==> src/rtl/reorder_buffer.sv <==
// Reorder buffer: takes up to two dispatches per cycle into dispatcher-chosen entries and
// retires up to two completed entries per cycle in program order. Optional flush: ROB_FLUSH_EN.
module reorder_buffer #(
  parameter int DEPTH = 16,
  parameter int PREGS = 64,
  parameter int PC_W  = 32,
  parameter int IDX_W = $clog2(DEPTH)
) (
  input  logic             clk,
  input  logic             reset,
`ifdef ROB_FLUSH_EN
  input  logic             flush,
`endif
  input  logic             disp_valid1,
  input  logic             disp_valid2,
  input  logic [IDX_W-1:0] disp_rob_num1,
  input  logic [IDX_W-1:0] disp_rob_num2,
  input  logic [4:0]       disp_dest_reg1,
  input  logic [4:0]       disp_dest_reg2,
  input  logic [5:0]       disp_dest_old1,
  input  logic [5:0]       disp_dest_old2,
  input  logic [PC_W-1:0]  disp_pc1,
  input  logic [PC_W-1:0]  disp_pc2,
  input  logic             cmpl_valid1,
  input  logic             cmpl_valid2,
  input  logic [IDX_W-1:0] cmpl_rob_num1,
  input  logic [IDX_W-1:0] cmpl_rob_num2,
  output logic [DEPTH-1:0] rob_free,
  output logic [4:0]       rob_count,
  output logic             retire_valid1,
  output logic             retire_valid2,
  output logic [4:0]       retire_dest_reg1,
  output logic [4:0]       retire_dest_reg2,
  output logic [5:0]       retire_dest_old1,
  output logic [5:0]       retire_dest_old2,
  output logic [PC_W-1:0]  retire_pc1,
  output logic [PC_W-1:0]  retire_pc2,
  output logic [PREGS-1:0] retire_reg_ready,
  output logic             err_sticky
);

  typedef struct packed {
    logic [4:0]      rd;
    logic [5:0]      old;
    logic [PC_W-1:0] pc;
  } robEntry_t;

  robEntry_t [DEPTH-1:0]       ent;
  logic [DEPTH-1:0]            busy, done, busyNxt, doneNxt;
  logic [DEPTH-1:0][IDX_W-1:0] orderQ;
  logic [IDX_W:0]              head, tail;
  logic [IDX_W-1:0]            h0, h1;
  logic                        flushNow, acc1, acc2, ret0, ret1, dispErr;
  logic [PREGS-1:0]            regReadyNxt;

`ifdef ROB_FLUSH_EN
  assign flushNow = flush;
`else
  assign flushNow = 1'b0;
`endif

  // Pointers carry one extra bit so full and empty differ; DEPTH is a power of two.
  assign h0 = orderQ[head[IDX_W-1:0]];
  assign h1 = orderQ[head[IDX_W-1:0] + IDX_W'(1)];

  assign acc1 = ~flushNow & disp_valid1 & ~busy[disp_rob_num1];
  assign acc2 = ~flushNow & disp_valid2 & ~busy[disp_rob_num2]
              & ~(acc1 & (disp_rob_num2 == disp_rob_num1));
  assign dispErr = ~flushNow & ((disp_valid1 & ~acc1) | (disp_valid2 & ~acc2));

  assign ret0 = ~flushNow & (head != tail) & busy[h0] & done[h0];
  assign ret1 = ret0 & (rob_count >= 5'd2) & busy[h1] & done[h1];

  assign rob_free = ~busy;

  for (genvar e = 0; e < DEPTH; e++) begin : g_ent
    logic cmplHit, retHit, dispHit;
    assign cmplHit = (cmpl_valid1 & (cmpl_rob_num1 == IDX_W'(e)))
                   | (cmpl_valid2 & (cmpl_rob_num2 == IDX_W'(e)));
    assign retHit  = (ret0 & (h0 == IDX_W'(e))) | (ret1 & (h1 == IDX_W'(e)));
    assign dispHit = (acc1 & (disp_rob_num1 == IDX_W'(e)))
                   | (acc2 & (disp_rob_num2 == IDX_W'(e)));
    // Dispatch needs a free entry and retire a busy one, so they never collide.
    assign busyNxt[e] = dispHit | (busy[e] & ~retHit);
    assign doneNxt[e] = ~dispHit & ~retHit & (done[e] | (cmplHit & busy[e]));
  end

  always_comb begin
    regReadyNxt = '0;
    if (ret0 && ent[h0].rd != 5'd0) regReadyNxt[ent[h0].old] = 1'b1;
    if (ret1 && ent[h1].rd != 5'd0) regReadyNxt[ent[h1].old] = 1'b1;
  end

  always_ff @(posedge clk or posedge reset) begin
    if (reset) begin
      busy       <= '0;
      done       <= '0;
      head       <= '0;
      tail       <= '0;
      rob_count  <= '0;
      err_sticky <= 1'b0;
    end else if (flushNow) begin
      busy      <= '0;
      done      <= '0;
      head      <= tail;
      rob_count <= '0;
    end else begin
      busy      <= busyNxt;
      done      <= doneNxt;
      head      <= head + (IDX_W+1)'(ret0) + (IDX_W+1)'(ret1);
      tail      <= tail + (IDX_W+1)'(acc1) + (IDX_W+1)'(acc2);
      rob_count <= rob_count + 5'(acc1) + 5'(acc2) - 5'(ret0) - 5'(ret1);
      if (dispErr) err_sticky <= 1'b1;
    end
  end

  // Payload and order queue need no reset; busy qualifies them.
  always_ff @(posedge clk) begin
    if (acc1) begin
      ent[disp_rob_num1]          <= '{rd: disp_dest_reg1, old: disp_dest_old1, pc: disp_pc1};
      orderQ[tail[IDX_W-1:0]]     <= disp_rob_num1;
    end
    if (acc2) begin
      ent[disp_rob_num2]          <= '{rd: disp_dest_reg2, old: disp_dest_old2, pc: disp_pc2};
      orderQ[tail[IDX_W-1:0] + IDX_W'(acc1)] <= disp_rob_num2;
    end
  end

  always_ff @(posedge clk or posedge reset) begin
    if (reset) begin
      retire_valid1    <= 1'b0;
      retire_valid2    <= 1'b0;
      retire_dest_reg1 <= '0;
      retire_dest_reg2 <= '0;
      retire_dest_old1 <= '0;
      retire_dest_old2 <= '0;
      retire_pc1       <= '0;
      retire_pc2       <= '0;
      retire_reg_ready <= '0;
    end else begin
      retire_valid1    <= ret0;
      retire_valid2    <= ret1;
      retire_reg_ready <= regReadyNxt;
      if (ret0) begin
        retire_dest_reg1 <= ent[h0].rd;
        retire_dest_old1 <= ent[h0].old;
        retire_pc1       <= ent[h0].pc;
      end
      if (ret1) begin
        retire_dest_reg2 <= ent[h1].rd;
        retire_dest_old2 <= ent[h1].old;
        retire_pc2       <= ent[h1].pc;
      end
    end
  end

endmodule

==> config.mk <==
export PLATFORM = sky130hd
export DESIGN_NAME = reorder_buffer
export DESIGN_NICKNAME = d
export VERILOG_FILES = /design/src/rtl/reorder_buffer.sv
export SDC_FILE = /design/constraint.sdc
export NUM_CORES = 2
export LEC_CHECK = 0
export ABC_AREA = 1
export CAP_MARGIN = 10
export CORE_MARGIN = 2
export CORE_UTILIZATION = 55
export DETAILED_ROUTE_END_ITERATION = 16
export GPL_ROUTABILITY_DRIVEN = 0
export PLACE_DENSITY_LB_ADDON = 0.1
export SLEW_MARGIN = 25
export SYNTH_ARGS = -nofsm -noshare
export SYNTH_HDL_FRONTEND = slang
export SYNTH_SLANG_ARGS = --single-unit
==> constraint.sdc <==
create_clock -name clk -period 6.2 [get_ports clk]
set_input_delay 0.93 -clock clk [delete_from_list [all_inputs] [get_ports clk]]
set_output_delay 0.93 -clock clk [all_outputs]
set_load 0.02 [all_outputs]
; Word level (Yosys, flattened, before mapping)
; Index checks and enable logic that the tools add are counted.
[totals]
register_bits = 952
inputBits = 108
out_inout_bits = 174
elab_cells = 547
[op_classes]
add_sub_neg = 10
n_lt_le_gt_ge = 17
n_eq_ne = 92
mux = 42
n_bitwise = 291
n_reduce_logical = 16
[op_table]
columns = cell, count
row1 = bitwise mux 688 bit, 2
row2 = two-way mux 688 bit, 2
row3 = binary-select mux 43 bit (select 4 bit), 2
row4 = demux 43 bit (select 4 bit), 2
row5 = two-way mux 64 bit, 4
row6 = == test 4 bit (second input constant), 48
row7 = two-way mux 43 bit, 4
row8 = AND 1 bit, 171
row9 = bitwise mux 64 bit, 2
row10 = == test 4 x 3 -> 1 bit (second input constant), 24
row11 = bitwise OR 1 bit, 81
row12 = bitwise OR 64 bit, 1
row13 = == test 4 x 2 -> 1 bit (second input constant), 12
row14 = < comparator 4 x 5 -> 1 bit (second input constant), 8
row15 = NOT 1 bit, 37
row16 = binary-select mux 4 bit (select 4 bit), 2
row17 = demux 4 bit (select 4 bit), 2
row18 = adder 5 x 1 -> 5 bit, 6
row19 = binary-select mux 1 bit (select 4 bit), 6
row20 = == test 4 x 1 -> 1 bit (second input constant), 6
row21 = logical NOT 4 bit, 6
row22 = greater-or-equal comparator 4 x 1 -> 1 bit (second input constant), 4
row23 = two-way mux 4 bit, 4
row24 = NOT 16 bit, 1
row25 = 12 further kinds, 31

; Longest topological paths before layout
[depth]
ltp_word = 14
mapped_depth = 30
depth_no_buf = 26

; Least setup slack after synthesis
; No wires, ideal clock.
[synth_timing]
kind = register to register
from = reg head[0]
to = reg rob_count[2]
setup_time_ns = 0.064
arrival_time_ns = 3.809
required_time_ns = 6.136
slack_ns = 2.327
path_stages_with_launch = 26
n_path_buf = 5
synth_period_minus_slack_ns = 3.873
path_cell_list = dfrtp_1 -> buf_6 -> inv_4 -> buf_2 -> nand2_1 -> nand3_1 -> nand3_1 -> nand3_2 -> nand2_1 -> buf_6 -> nor2_2 -> nand2_1 -> nand2_1 -> nor2_1 -> o21bai_1 -> nor2_4 -> buf_2 -> buf_2 -> nand2_1 -> inv_1 -> ha_1 -> fa_1 -> ha_1 -> inv_1 -> fa_1 -> inv_1
[synth_between]
elab_chain_cells = 10
word_cells_on_any_way = 21
classes_between = add/sub (3) / eq/ne (1) / mux (12) / bitwise (5)
[synth_lines]
columns = element, line_no
row1 = start: declaration, 51  ; logic [IDX_W:0] head, tail;
row2 = start signal: assignment, 105  ; head <= tail;
row3 = start signal: assignment, 110  ; head <= head + (IDX_W+1)'(ret0) + (IDX_W+1)'(ret1);
row4 = binary-select mux 4 bit (select 4 bit), 63  ; assign h0 = orderQ[head[IDX_W-1:0]];
row5 = two-way mux 4 bit (not written as such), 63
row6 = binary-select mux 1 bit (select 4 bit), 71  ; assign ret0 = ~flushNow & (head != tail) & busy[h0] & done[h0];
row7 = two-way mux 1 bit (not written as such), 71
row8 = AND 1 bit, 71
row9 = AND 1 bit (*), 71
row10 = net ret0, 53  ; logic flushNow, acc1, acc2, ret0, ret1, dispErr;
row11 = "parallel branches: the longest is 3 deep, another holds subtractor 5 x 1 -> 5 bit", -
row12 = subtractor 5 x 1 -> 5 bit (*), 112  ; rob_count <= rob_count + 5'(acc1) + 5'(acc2) - 5'(ret0) - 5'(ret1);
row13 = end signal: assignment, 112
row14 = end: declaration, 29  ; output logic [4:0] rob_count,
; Mark *: on every way through the listed nets, which the timed path passes. The select of a mux whose other input is x is not followed.
; A chain may end at the register's enable or synchronous reset.

; Final worst setup path
[layout_timing]
from = reg head[2]
to = reg retire_reg_ready[44]
[layout_between]
elab_chain_cells = 11
word_cells_on_any_way = 40
classes_between = add/sub (1) / order compare (4) / eq/ne (1) / mux (22) / bitwise (6) / reduce/logical (6)
[layout_lines]
columns = element, line_no
row1 = adder 4 x 1 -> 4 bit / binary-select mux 4 bit (select 4 bit) (equally long branches), "64, 63"
row2 = binary-select mux 4 bit (select 4 bit) / two-way mux 4 bit (equally long branches), "64, 63"
row3 = "two-way mux 4 bit (not written as such), or another cell as far along", 64  ; assign h1 = orderQ[head[IDX_W-1:0] + IDX_W'(1)];
row4 = "binary-select mux 43 bit (select 4 bit), or another cell as far along", 91  ; if (ret1 && ent[h1].rd != 5'd0) regReadyNxt[ent[h1].old] = 1'b1;
row5 = "two-way mux 43 bit, or another cell as far along", -
row6 = "< comparator 6 x 7 -> 1 bit (not written as such), or another cell as far along", 91
row7 = "logical AND 1 bit (not written as such), or another cell as far along", 91
row8 = "two-way mux 1 bit (not written as such), or another cell as far along", 91
row9 = "demux 1 bit (select 6 bit), or another cell as far along", 91
row10 = bitwise OR 64 bit (no line) / logical AND 1 bit (equally long branches), -
row11 = two-way mux 64 bit (*), 91
row12 = net regReadyNxt[44], 54  ; logic [PREGS-1:0] regReadyNxt;
row13 = end signal: assignment, 143  ; retire_reg_ready <= regReadyNxt;
row14 = end: declaration, 38  ; output logic [PREGS-1:0] retire_reg_ready,
; Mark *: on every way through the listed nets, which the timed path passes. The rest lies on a longest branch. The select of a mux whose other input is x is not followed.

==> flow_summary_export.csv <==
group,metric,value,unit
route,antenna_left,0,
layout,post-route-util,62.3,%
hold_path,hold_start,"retire_dest_reg2[4]$_DFFE_PP0P_",
timing,slew_viol_final,0,
clock_network,clk_pin_slew,60,ps
logic_synthesis,async_reset_ff_share,21.0,%
logic_synthesis,synth_warnings,0,
logic_synthesis,synth_nets,8082,
route,routed_wl,213,mm
timing,rsz0062_at_grt,"no",
die,die_w,316,um
clock_network,cts_tree,"yes",
route,drc,0,
hold_path,worstHoldPathCells,2,
route,vias,58400,
die,placementRows,114,
die,ios,282,
clock_network,clk_path_buf_depth,3,
layout,syn2layout_area_growth,12.5,%
grt,grt_max_degree,135,
die,die_area,0.0997,mm2
clock_network,cts.sink_count,952,
clock_network,cts-resized-gates,0,
timing,setup_viol,0,
clock_network,ctsHoldBuffers,0,
clock_network,cts-root-buf,"clkbuf_16",
timing,period_minus_slack,4990,ps
logic_synthesis,mappedNetlistArea,0.0535,mm2
clock_network,cts_setup_buffers,0,
logic_synthesis,yosysTopAreaCell,"dfxtp_1",
die,die_h,316,um
logic_synthesis,ys.flop_type,"dfxtp_1",
route,drt_iter0_markers,7989,
clock_network,cts_max_level,3,
logic_synthesis,synth-seq-cells,952,
logic_synthesis,syn_inst,7957,
logic_synthesis,synth_edf_count,0,
layout,layout.nets,7917,
job,drv_cap,0,
timing,tightest_slew,1120,ps
worst_setup_path,end_kind,"flip-flop",
die,fp.coreArea,0.0966,mm2
worst_setup_path,crit_required,6840,ps
logic_synthesis,synth_top_area_share,28.2,%
route,detail_route.vias_per_cell,6.38,
layout,layout-drive-gt1-share,5.61,%
die,start_util,55.4,%
timing,max_slew_margin,25.3,%
layout,final_cell_mix,"nand2_1, o21ai_0, dfxtp_1",
grt,grt.total_usage,41.3,%
logic_synthesis,synth_seq_area_share,37.5,%
grt,grt_pass1_vias,53000,
hold_path,hold_path_class,"flip-flop to flip-flop",
clock_network,clock_latency,720,ps
run_status,status,"finished clean",
placed_design,hpwl,125,mm
worst_setup_path,arrival,5630,ps
clock_network,cts_buffers,105,
worst_setup_path,path_class,"flip-flop to flip-flop",
route,first_pass_iters,8,
logic_synthesis,avgSynthCellArea,6.72,um2
logic_synthesis,synthTopCellsByArea,"dfxtp_1, nand2_1, o21ai_0",
timing,finalCritPeriodShare,80.5,%
grt,gr-total-overflow,0,
timing,layout_setup_ws,1210,ps
timing,setup-tns-final,0,ps
worst_setup_path,worstPathMaxFanout,64,
placed_design,post-place-ws,997,ps
layout,n_fill_cell,8857,
worst_setup_path,cp-start-kind,"flip-flop",
route,wl_per_cell,23.3,um
grt,grt_first_pass_wirelength,319,mm
grt,antenna_found_initial,3,
timing,clock.fmax,200,MHz
timing,fin_worst_skew,29.6,ps
timing,whs,474,ps
worst_setup_path,r2r_cells,16,
worst_setup_path,r2r_start,"head[2]$_DFF_PP0_",
worst_setup_path,startpoint,"head[2]$_DFF_PP0_",
layout,final_common_cell,"nand2_1",
timing,hold_viol_final,0,
placed_design,placement.io_buffers,281,
logic_synthesis,synth.distinct_cells,43,
[kinds of logic after synthesis]
kind of cell               Yosys count  synth area share [%]
DFF                                952                  37.5
and+or+nand+nor                   3400                  25.8
xor gates and xnor gates            18                 0.295
adders and majority gates           17                 0.454
buffers and inverters             1220                  9.26
AOI/OAI and AO/OA                 2350                  26.7
[registers in the layout (all words and copies together) (netlist names), 5 cells and up]
signal / cells
ent: 688
orderQ: 64
retire_reg_ready: 64
retire_pc1: 32
retire_pc2: 32
busy: 16
done: 16
retire_dest_old1: 6
retire_dest_old2: 6
head: 5
retire_dest_reg1: 5
retire_dest_reg2: 5
rob_count: 5
tail: 5
[synthesized netlist by cell type, types with 10 or more instances]
cell type	count
a21o_1	26
a21oi_1	71
a22o_1	26
a22oi_1	340
a31o_2	26
buf_1	51
buf_2	197
buf_4	18
clkbuf_1	401
dfrtp_1	200
dfxtp_1	752
ha_1	13
inv_1	511
inv_2	31
nand2_1	2637
nand2_2	12
nand3_1	311
nand3_2	17
nand3b_1	24
nand4_1	90
nor2_1	263
nor2_2	11
nor3_1	13
nor3_2	10
o2111ai_1	16
o211ai_1	487
o21ai_0	1156
o21ai_1	103
o22ai_1	87
xor2_1	11
[worst paths after layout]
| check | end | slack, ps |
|---|---|---|
| worst max register to register | retire_reg_ready[44]$_DFF_PP0_ | 1210 |
| max in group asynchronous | retire_pc2[21]$_DFFE_PP0P_ | 4740 |
| worst max-delay path | retire_reg_ready[44]$_DFF_PP0_ | 1210 |
| worst min register to register | retire_dest_reg2[4]$_DFFE_PP0P_ | 470 |
| worst min-delay path | retire_dest_reg2[4]$_DFFE_PP0P_ | 470 |
| min in group asynchronous | head[3]$_DFF_PP0_ | 510 |
[final cells by class]
type / instances / area (um2) / area share (%)
well taps: 1276 / 1600 / 2.65
multi-input cells: 5785 / 28700 / 47.7
inverters: 546 / 2060 / 3.43
flip-flops and latches: 952 / 20100 / 33.3
diodes: 3 / 7.51 / 0.0125
clock buffers: 152 / 3040 / 5.05
clock inverters: 45 / 602 / 1.00
repair buffers: 402 / 4070 / 6.76
[through the flow]
stage,instance area [um2],std cells
3_3_place_gp,56400,8957
2_1_floorplan,53500,7957
4_1_cts,60100,9155
6_report,60200,9161
3_5_place_dp,56500,8958
5_1_grt,60200,9159
[critical path: stages, from the launching register on]
cell	delay (ps)
dfrtp_1	590
xnor2_1	800
a31oi_1	70
o21ai_0	170
nand3_1	110
nand2_1	240
nand2_1	530
inv_2	980
nand2_1	110
nand2_1	100
inv_1	40
nand2_1	150
nor2_1	90
nand2_2	50
buf_4	540
nand3_1	180
nand2_1	110
[routing by layer]
metal  track usage, %  up-vias  wire [um]
li1                 -    26500          -
met1             53.4    26800      80100
met2             63.1     4210      91000
met3             9.51      915      27900
met4             24.4        2      14300
met5                0        -          7
Power is left out: the tool's default activity adds up to more than one toggle a clock period on the data nets, which glitch-free logic cannot reach.
